===== src/rtl/tmu_burst_writer.sv =====
// TMU final stage: write-combines RGB565 pixels into a 32-byte line and emits 4-beat FML bursts.
// Optional TMU_BURST_WRITER_STATS_EN adds burst/pixel counters (ports bursts, pixels).
module tmu_burst_writer #(
    parameter int fml_depth    = 26,
    parameter int idle_timeout = 8
) (
    input  logic                 sys_clk,
    input  logic                 sys_rst_n,
    output logic                 busy,
    input  logic                 pipe_stb_i,
    output logic                 pipe_ack_o,
    input  logic [15:0]          color,
    input  logic [fml_depth-2:0] dst_addr,
`ifdef TMU_BURST_WRITER_STATS_EN
    output logic [31:0]          bursts,
    output logic [31:0]          pixels,
`endif
    output logic [fml_depth-1:0] fml_adr,
    output logic                 fml_stb,
    output logic                 fml_we,
    input  logic                 fml_ack,
    output logic [7:0]           fml_sel,
    output logic [63:0]          fml_do
);

    localparam int TW = fml_depth - 5;
    localparam int IW = $clog2(idle_timeout + 1);

    typedef enum logic [2:0] {COLLECT, REQ, D0, D1, D2, D3} state_t;

    state_t           state_q, state_d;
    logic [15:0][15:0] data_q, data_d;
    logic [31:0]      en_q, en_d;
    logic [TW-1:0]    tag_q, tag_d;
    logic [IW-1:0]    idle_q, idle_d;

    logic [TW-1:0]    in_tag;
    logic [3:0]       in_slot;
    logic             empty, hit, accept;
    logic [1:0]       beat;
    logic             beat_vld;

    assign in_tag  = dst_addr[fml_depth-2:4];
    assign in_slot = dst_addr[3:0];
    assign empty   = ~|en_q;
    assign hit     = (tag_q == in_tag);

    always_ff @(posedge sys_clk or negedge sys_rst_n) begin
        if (!sys_rst_n) begin
            state_q <= COLLECT;
            data_q  <= '0;
            en_q    <= '0;
            tag_q   <= '0;
            idle_q  <= '0;
        end else begin
            state_q <= state_d;
            data_q  <= data_d;
            en_q    <= en_d;
            tag_q   <= tag_d;
            idle_q  <= idle_d;
        end
    end

    always_comb begin
        state_d = state_q;
        data_d  = data_q;
        en_d    = en_q;
        tag_d   = tag_q;
        idle_d  = idle_q;
        accept  = 1'b0;
        case (state_q)
            COLLECT: begin
                accept = pipe_stb_i & (empty | hit);
                if (accept) begin
                    // tag reload is harmless on a hit since the tags already match
                    data_d[in_slot]              = color;
                    en_d[{in_slot, 1'b0} +: 2]   = 2'b11;
                    tag_d                        = in_tag;
                    idle_d                       = '0;
                end else if (pipe_stb_i && !empty) begin
                    state_d = REQ;
                    idle_d  = '0;
                end else if (!empty) begin
                    if (idle_q == IW'(idle_timeout - 1)) begin
                        state_d = REQ;
                        idle_d  = '0;
                    end else begin
                        idle_d = idle_q + 1'b1;
                    end
                end
            end
            REQ:     if (fml_ack) state_d = D0;
            D0:      state_d = D1;
            D1:      state_d = D2;
            D2:      state_d = D3;
            D3: begin
                state_d = COLLECT;
                en_d    = '0;
                idle_d  = '0;
            end
            default: state_d = COLLECT;
        endcase
    end

    always_comb begin
        beat     = 2'd0;
        beat_vld = 1'b0;
        fml_sel  = '0;
        fml_do   = '0;
        case (state_q)
            D0:      begin beat_vld = 1'b1; beat = 2'd0; end
            D1:      begin beat_vld = 1'b1; beat = 2'd1; end
            D2:      begin beat_vld = 1'b1; beat = 2'd2; end
            D3:      begin beat_vld = 1'b1; beat = 2'd3; end
            default: ;
        endcase
        // big-endian lanes: lowest slot of the beat lands in the top halfword / sel[7:6]
        if (beat_vld) begin
            for (int j = 0; j < 4; j++) begin
                fml_do[63-16*j -: 16] = data_q[{beat, 2'(j)}];
                fml_sel[7-2*j]        = en_q[{beat, 2'(j), 1'b0}];
                fml_sel[6-2*j]        = en_q[{beat, 2'(j), 1'b1}];
            end
        end
    end

    assign pipe_ack_o = accept;
    assign fml_stb    = (state_q == REQ);
    assign fml_adr    = {tag_q, 5'b0};
    assign fml_we     = 1'b1;
    assign busy       = (state_q != COLLECT) | ~empty;

`ifdef TMU_BURST_WRITER_STATS_EN
    logic [31:0] bursts_q, pixels_q;

    always_ff @(posedge sys_clk or negedge sys_rst_n) begin
        if (!sys_rst_n) begin
            bursts_q <= '0;
            pixels_q <= '0;
        end else begin
            if (state_q == D3) bursts_q <= bursts_q + 32'd1;
            if (accept)        pixels_q <= pixels_q + 32'd1;
        end
    end

    assign bursts = bursts_q;
    assign pixels = pixels_q;
`endif

endmodule


===== config.mk =====
export PLATFORM = sky130hd
export DESIGN_NAME = tmu_burst_writer
export DESIGN_NICKNAME = d
export VERILOG_FILES = /design/src/rtl/tmu_burst_writer.sv
export SDC_FILE = /design/constraint.sdc
export NUM_CORES = 1
export LEC_CHECK = 0
export CAP_MARGIN = 0
export CORE_MARGIN = 3
export CORE_UTILIZATION = 52
export DETAILED_ROUTE_END_ITERATION = 6
export GPL_ROUTABILITY_DRIVEN = 0
export PLACE_DENSITY_LB_ADDON = 0.3
export SLEW_MARGIN = 40
export SYNTH_ARGS = -nofsm -noshare
export SYNTH_HDL_FRONTEND = slang
export SYNTH_SLANG_ARGS = --single-unit

===== constraint.sdc =====
create_clock -name sys_clk -period 3.1 [get_ports sys_clk]
set_input_delay 0.775 -clock sys_clk [delete_from_list [all_inputs] [get_ports sys_clk]]
set_output_delay 0.775 -clock sys_clk [all_outputs]
set_load 0.02 [all_outputs]

==> Word-level counts from Yosys, hierarchy flattened <==
Index checks and enable logic that the tools add are counted.
{ "totals": {"reg_bits": 316} }
{ "op_classes": {"mux": 46, "shift": 2, "add_sub_neg": 2, "n_eq_ne": 13, "n_bitwise": 3, "n_lt_le_gt_ge": 14, "n_reduce_logical": 12} }
{ "op_table": {"columns": ["operator", "n"], "rows": [
  ["$bwmux 256", 1],
  ["$bmux 16 s2", 4],
  ["$mux 16", 5],
  ["$demux 16 s4", 1],
  ["$mux 64", 1],
  ["$pmux 32 s2", 1],
  ["$lt 5x6->1 const B", 8],
  ["$bwmux 32", 1],
  ["$mux 32", 1],
  ["$reduce_or 32->1", 1],
  ["$shift 2x7->32 const A", 1],
  ["$shiftx 2x7->32 const A", 1],
  ["$lt 4x5->1 const B", 5],
  ["$eq 21x21->1", 1],
  ["$bmux 1 s2", 8],
  ["$mux 4", 4],
  ["$mux 3", 5],
  ["$pmux 3 s5", 1],
  ["$mux 1", 10],
  ["$mux 8", 1],
  ["$pmux 4 s2", 1],
  ["$neg 5->7", 1],
  ["$eq 3x2->1 const B", 2],
  ["$eq 3x3->1 const B", 2],
  ["other kinds (19)", 25]
]} }

==> Depth between registers and ports, before layout <==
Gate-level depths: netlist of run 1.
{ "logic_depth": {"depth_word": 6, "ltp_mapped": 8, "ltp_nobuf": 7} }

==> Worst setup path after synthesis of run 1 <==
OpenSTA, ideal clock, no wires.
{ "synth_timing": {"path_type": "input -> output", "start": "input port dst_addr[7]", "end": "output port pipe_ack_o", "required_time_ps": 2325, "setup_slack_ps": -130, "path_stages": 8, "path_buffers": 2, "arrival_time_ps": 2455, "cell_sequence": "xor2_1 nor4_1 nand4_1 o31ai_4 buf_4 nand2_2 buf_2 inv_1"} }
{ "synth_between": {"elab_chain_len": 4} }
{ "synth_rtl": {"columns": ["item", "line_no", "rtl"], "rows": [
  ["start, declared", "13", "input logic [fml_depth-2:0] dst_addr,"],
  ["$eq 21x21->1", "46", "assign hit = (tag_q == in_tag);"],
  ["$or 1x1->1", "73", "accept = pipe_stb_i & (empty | hit);"],
  ["$and 1x1->1", "73", null],
  ["$mux 1", "71", "case (state_q)"],
  ["end, declared", "11", "output logic pipe_ack_o,"]
]} }
No other way between the ends.

==> Final worst setup path of run 1 <==
{ "layout_timing": {"start": "register state_q[0]", "end": "output port fml_do[3]"} }
{ "layout_between": {"elab_chain_len": 5, "word_cells_on_any_way": 10} }
{ "layout_rtl": {"columns": ["item", "line_no", "rtl"], "rows": [
  ["start, declared", "31", "state_t state_q, state_d;"],
  ["start signal, assigned", "56", "state_q <= state_d;"],
  ["$eq 3x3->1 or $eq 3x2->1 (tied branches)", "110", "case (state_q)"],
  ["$pmux 2 s3", "110", null],
  ["$bmux 16 s2", "120", "fml_do[63-16*j -: 16] = data_q[{beat, 2'(j)}];"],
  ["$mux 16 (not written as such)", "120", null],
  ["$mux 64 *", "118", "if (beat_vld) begin"],
  ["end, declared", "23", "output logic [63:0] fml_do"]
]} }
Every way passes the cells marked *; elsewhere a longest branch is shown, timed or not. The select of a mux whose other input is x is not followed.

==> reports/qor.csv, run 1 <==
metric;value;unit
per-cell routed wire length;20.6;um
post-route ant nets;0;
Yosys top cell area share;0.518;
period utilisation layout;0.982;
Synth area leader;dfrtp_1;
die extent in x;173;um
CTS root buffer;clkbuf_16;
Cell Pwr Density;876;nW/um2
Port-buffer cells;140;
Site Rows;60;
Sequential Power Share;0.367;
Post-Syn Instances;1042;
worst hold path type;in2async;
Worst VDD drop;0.729;mV
DRC;0;
Worst setup SP type;register;
most frequent cells in the layout;299 x dfrtp_1, 172 x mux2_2, 135 x mux2i_1;
Synth cell types;43;
full die area;29900;um2
synth warn;0;
via count;8911;
initial antenna violation count;0;
most common cell after layout, fill and taps aside;dfrtp_1;
GRT Util Overall;0.214;
number of global-route vias before repair;9447;
Final Hold Fails;0;
Vert. Die Dim;173;um
clock buffer depth;3;
fill cell count;2075;
clock power share;0.258;
Placement Cell Area;16600;um2
layout cells sized above 1;0.346;
Synth Register Bits;300;
hold_buf cts;0;
Fmax;328;MHz
area grow syn2layout;22.5;%
Synth Area per Inst;13.9;um2
first drt pass iteration count;5;
core footprint;27200;um2
Final min period;3.04;ns
final wirelength;32600;um
Max H-tree Level;1;
Post-synth EDFFs;0;
CTS tree;yes;
Nets;1236;
global route total overflow;0;
Net Sw Power;0.00518;W
Tightest Pin Transition;0.767;ns
CP Class;reg2out;
Overall Power;0.0156;W
async set or reset register ratio after synthesis;1.00;
critical path peak fanout;13;
number of diodes;0;
max_cap viols;0;
worst path required time;2.32;ns
switching part of the total;0.333;
final instance area;17800;um2
first-pass GRT wire length;52500;um
DP Wirelength;20400;um
CTS Buf Count;31;
status;complete, no violations;
Ports;147;
Post-Syn Area;14500;um2
via/cell ratio;5.63;
sequential-to-total area share from yosys stat;0.518;
Core Util, Final;0.654;
worst skew pair latency;0.55;ns
Slew headroom;0.487;
cell-internal power;0.0104;W
top post-synthesis cells by area;dfrtp_1 52%, mux2_2 13%, mux2_4 10%, mux2i_1 9.5%, o22ai_1 3.0%;
largest net degree at the start of global routing;80;
Pleak;9.03;nW
combinational share of power;0.376;
CP arrival;2.27;ns
Starting Density;0.534;
CTS clk-pin slew, worst paths;0.06;ns
count of final setup violators;0;
Setup crit end kind;primary output;
ys flop type;dfrtp_1;
Final Skew;0.0107;ns
Max Transition Viols Final;0;
CTS sink cnt;300;
DR iter-0 viols;435;
==> per-layer routing <==
metal	wire [um]	global-route usage
met1	14500	0.292
met2	16200	0.365
met3	1160	0.0294
met4	695	0.0530
met5	0	0
==> sequential cells by signal, summed over array words and instances, names as in the netlist <==
register and flops:
tag_q 21, state_q 3, idle_q 4, data_q 256
en_q 16
==> cells in the mapped netlist, drive strengths merged (6+ instances only) <==
cell    count
xor2       18
nor4        9
nor3        7
a21oi       8
xnor2       6
dfrtp     300
inv         8
mux2i     137
buf        44
nand4      19
clkbuf     49
nand2      21
o22ai      69
mux2      278
o21ai      14
nand3       8
nor2       12
==> through the flow <==
stage	setup slack (ns)	TNS (ns)	cells	hold WS, ns
after floorplan	0.0149	0	1046	0.471
after global placement	-0.591	-77.92	1521	0.486
after detailed placement	-0.638	-92.33	1521	0.492
after CTS	-0.268	-0.268	1579	0.217
after global routing	-0.00336	-0.00358	1582	0.247
final	0.0558	0	1582	0.190
==> critical path, stage by stage (launching register included) <==
cell	delay [ns]
dfrtp_4	0.56
buf_4	0.18
clkbuf_16	0.18
mux2i_1	0.13
o22ai_1	0.28
dlygate4sd2_1	0.38
==> power by group through the flow <==
stage | clock [W] | combinational, W | sequential, W
global route | 0.00426 | 0.00627 | 0.00585
finish | 0.00401 | 0.00585 | 0.00571
CTS | 0.00410 | 0.00574 | 0.00569
detailed placement | 0 | 0.00581 | 0.00574
global placement | 0 | 0.00572 | 0.00568
floorplan | 0 | 0.00395 | 0.00572
==> worst paths after layout <==
| kind | cells past startpoint | startpoint | slack (ns) | to |
|---|---|---|---|---|
| max | 5 | state_q[0] | 0.06 | fml_do[3] |
| min | 1 | sys_rst_n | 0.19 | data_q[189] |
| max reg2reg | 9 | tag_q[4] | 0.24 | data_q[23] |
| min reg2reg | 1 | data_q[32] | 0.50 | data_q[32] |
| max in group asynchronous | 2 | sys_rst_n | 2.06 | data_q[229] |
| min in group sys_clk | 1 | data_q[32] | 0.50 | data_q[32] |
==> cell families (layout without fill, tap and decap cells) <==
family / Yosys count / after routing / synth area share
multiplexers: 415 / 415 / 0.336
buffers and inverters: 101 / 265 / 0.0362
XOR/XNOR: 24 / 24 / 0.0145
flip-flops: 300 / 300 / 0.518
AO/OA/AOI/OAI: 101 / 101 / 0.0438
other: 2 / 6 / 0.000518
AND/OR/NAND/NOR: 94 / 94 / 0.0465
adder cells (fa/ha/maj): 5 / 5 / 0.00431
==> final cells by class <==
class                      instances  area, um2  area share
clock buffer                      41        873      0.0492
clock inverter                    16        240      0.0135
inverter                           8       32.5     0.00183
multi-input combinational        645       6530       0.368
sequential                       300       7510       0.423
tap                              372        465      0.0262
timing repair buffer             200       2110       0.119
==> timing repair <==
item,4_1_cts,5_1_grt
pin swaps,2,14
buffers inserted,1,2
gates resized for setup,73,33
endpoints found under the setup margin,70,28
cloned,0,1
Power figures use the tool's default switching activity.
==> run 2, diff against run 1 <==
--- a/config.mk
+++ b/config.mk
@@ -11,6 +11,7 @@
 export DETAILED_ROUTE_END_ITERATION = 6
 export GPL_ROUTABILITY_DRIVEN = 0
 export PLACE_DENSITY_LB_ADDON = 0.3
+export SKIP_LAST_GASP = 1
 export SLEW_MARGIN = 40
 export SYNTH_ARGS = -nofsm -noshare
 export SYNTH_HDL_FRONTEND = slang
==> run 2 against run 1 <==
  * Critical path type unchanged
  * Sequential share of layout area about the same
  * Clock skew increased by 0.00071 ns
  * Combinational power barely moved
  * Setup slack improved by 0.0021 ns
  * Global-route usage barely moved
  * Die area unchanged
  * Final area hardly changed
  * Flip-flop and latch count is the same
==> reports/qor.csv, run 2 (same netlist as run 1, synthesis figures left out) <==
metric;value;unit;change
Max Transition Viols Final;0;;unchanged
Site Rows;60;;unchanged
Placement Cell Area;16600;um2;unchanged
hold_buf cts;0;;unchanged
die extent in x;173;um;unchanged
core footprint;27200;um2;unchanged
Fmax;329;MHz;about the same
Pleak;9.03;nW;about the same
most frequent cells in the layout;299 x dfrtp_1, 172 x mux2_2, 136 x mux2i_1;;
CP arrival;2.27;ns;about the same
setup slack at placement;-0.638;ns;unchanged
final instance area;17800;um2;about the same
worst hold path type;in2async;;
final worst setup slack;0.0578;ns;+0.00206 ns
number of diodes;0;;unchanged
via count;8911;;unchanged
CTS tree;yes;;
DP Wirelength;20400;um;unchanged
crit path from;state_q[0];;
clock buffer depth;3;;unchanged
worst skew pair latency;0.55;ns;about the same
first drt pass iteration count;4;;-1
Cell Pwr Density;877;nW/um2;about the same
largest net degree at the start of global routing;80;;unchanged
number of global-route vias before repair;9441;;-0.064%
Nets;1236;;unchanged
initial antenna violation count;0;;unchanged
most common cell after layout, fill and taps aside;dfrtp_1;;
Slew headroom;0.490;;+0.00284
Post-Route Setup TNS;0;ns;unchanged
Finished Layout Cells;1582;;unchanged
DRC;0;;unchanged
Ports;147;;unchanged
CTS clk-pin slew, worst paths;0.07;ns;about the same
Setup crit end kind;primary output;;
Final min period;3.04;ns;-0.00206 ns
Tightest Pin Transition;0.763;ns;-0.00425 ns
status;complete, no violations;;
worst path required time;2.32;ns;about the same
GRT Util Overall;0.214;;about the same
placed cell count;1521;;unchanged
max_cap viols;0;;unchanged
CP Class;reg2out;;
Max H-tree Level;1;;unchanged
Worst VDD drop;0.731;mV;+0.18%
post-route ant nets;0;;unchanged
period utilisation layout;0.981;;about the same
CTS root buffer;clkbuf_16;;
full die area;29900;um2;unchanged
per-cell routed wire length;20.6;um;+0.20%
critical path peak fanout;20;;+7
Final Skew;0.0114;ns;+0.000709 ns
RSZ-0062 raised after global routing;true;;
first-pass GRT wire length;52400;um;about the same
Starting Density;0.534;;unchanged
Vert. Die Dim;173;um;unchanged
CTS Buf Count;31;;unchanged
CTS sink cnt;300;;unchanged
Worst setup SP type;register;;
global route total overflow;0;;unchanged
area grow syn2layout;22.5;%;about the same
Final Hold Fails;0;;unchanged
Core Util, Final;0.653;;about the same
Largest regs;data_q (256), tag_q (21), en_q (16);;
max FFs per register;256;;unchanged
worst r2r src;tag_q[4];;
largest register by flop count;data_q;;
layout cells sized above 1;0.345;;-0.000826
count of final setup violators;0;;unchanged
Port-buffer cells;140;;unchanged
DR iter-0 viols;443;;+1.8%
final wirelength;32600;um;+0.20%
via/cell ratio;5.63;;unchanged
-- run 2: worst paths after layout --
path | depth (start not counted) | to | slack, ns
setup / recovery | 5 | fml_do[55] | 0.06
hold / removal | 1 | data_q[189] | 0.19
setup reg to reg | 9 | data_q[23] | 0.23
hold reg to reg | 1 | data_q[49] | 0.50
max in group asynchronous | 2 | data_q[38] | 2.05
min in group sys_clk | 1 | data_q[49] | 0.50
-- run 2: cell type report --
type	instances	area (um2)
Clock buffer	41	873
Clock inverter	16	240
Fill cell	2078	9420
Inverter	8	32.5
Multi-Input combinational cell	645	6530
Sequential cell	300	7510
Tap cell	372	465
Timing Repair Buffer	200	2100
-- run 2: layer usage --
layer,up-vias,global-route usage,wire length (um)
met3,44,0.0294,1130
met2,175,0.365,16200
met4,0,0.0530,667
met5,-,0,0
met1,4609,0.291,14600
li1,4083,-,-
-- run 2: critical path: stages (launching register included) --
cell and delay, ns:
dfrtp_4 0.55, buf_4 0.21, buf_12 0.17, mux2i_1 0.13, o22ai_1 0.25, dlygate4sd2_1 0.38
-- run 2: metrics by stage --
step	hold WS, ns	power [W]
finish	0.194	0.0156
global placement	0.486	0.0114
global route	0.247	0.0164
detailed placement	0.492	0.0116
CTS	0.217	0.0155
floorplan	0.471	0.00967
-- run 2: report_power, final --
part	leakage (nW)	switching (W)	total, W	internal, W
clock	0.539	0.00155	0.00402	0.00247
combinational	4.47	0.00296	0.00584	0.00288
sequential	4.02	0.000681	0.00570	0.00502
-- run 2: what timing repair did --
item | 4_1_cts | 5_1_grt
setup buffers | 1 | 2
cloned | 0 | 1
pin swaps | 1 | 14
endpoints found under the setup margin | 70 | 28
gates resized for setup | 73 | 30
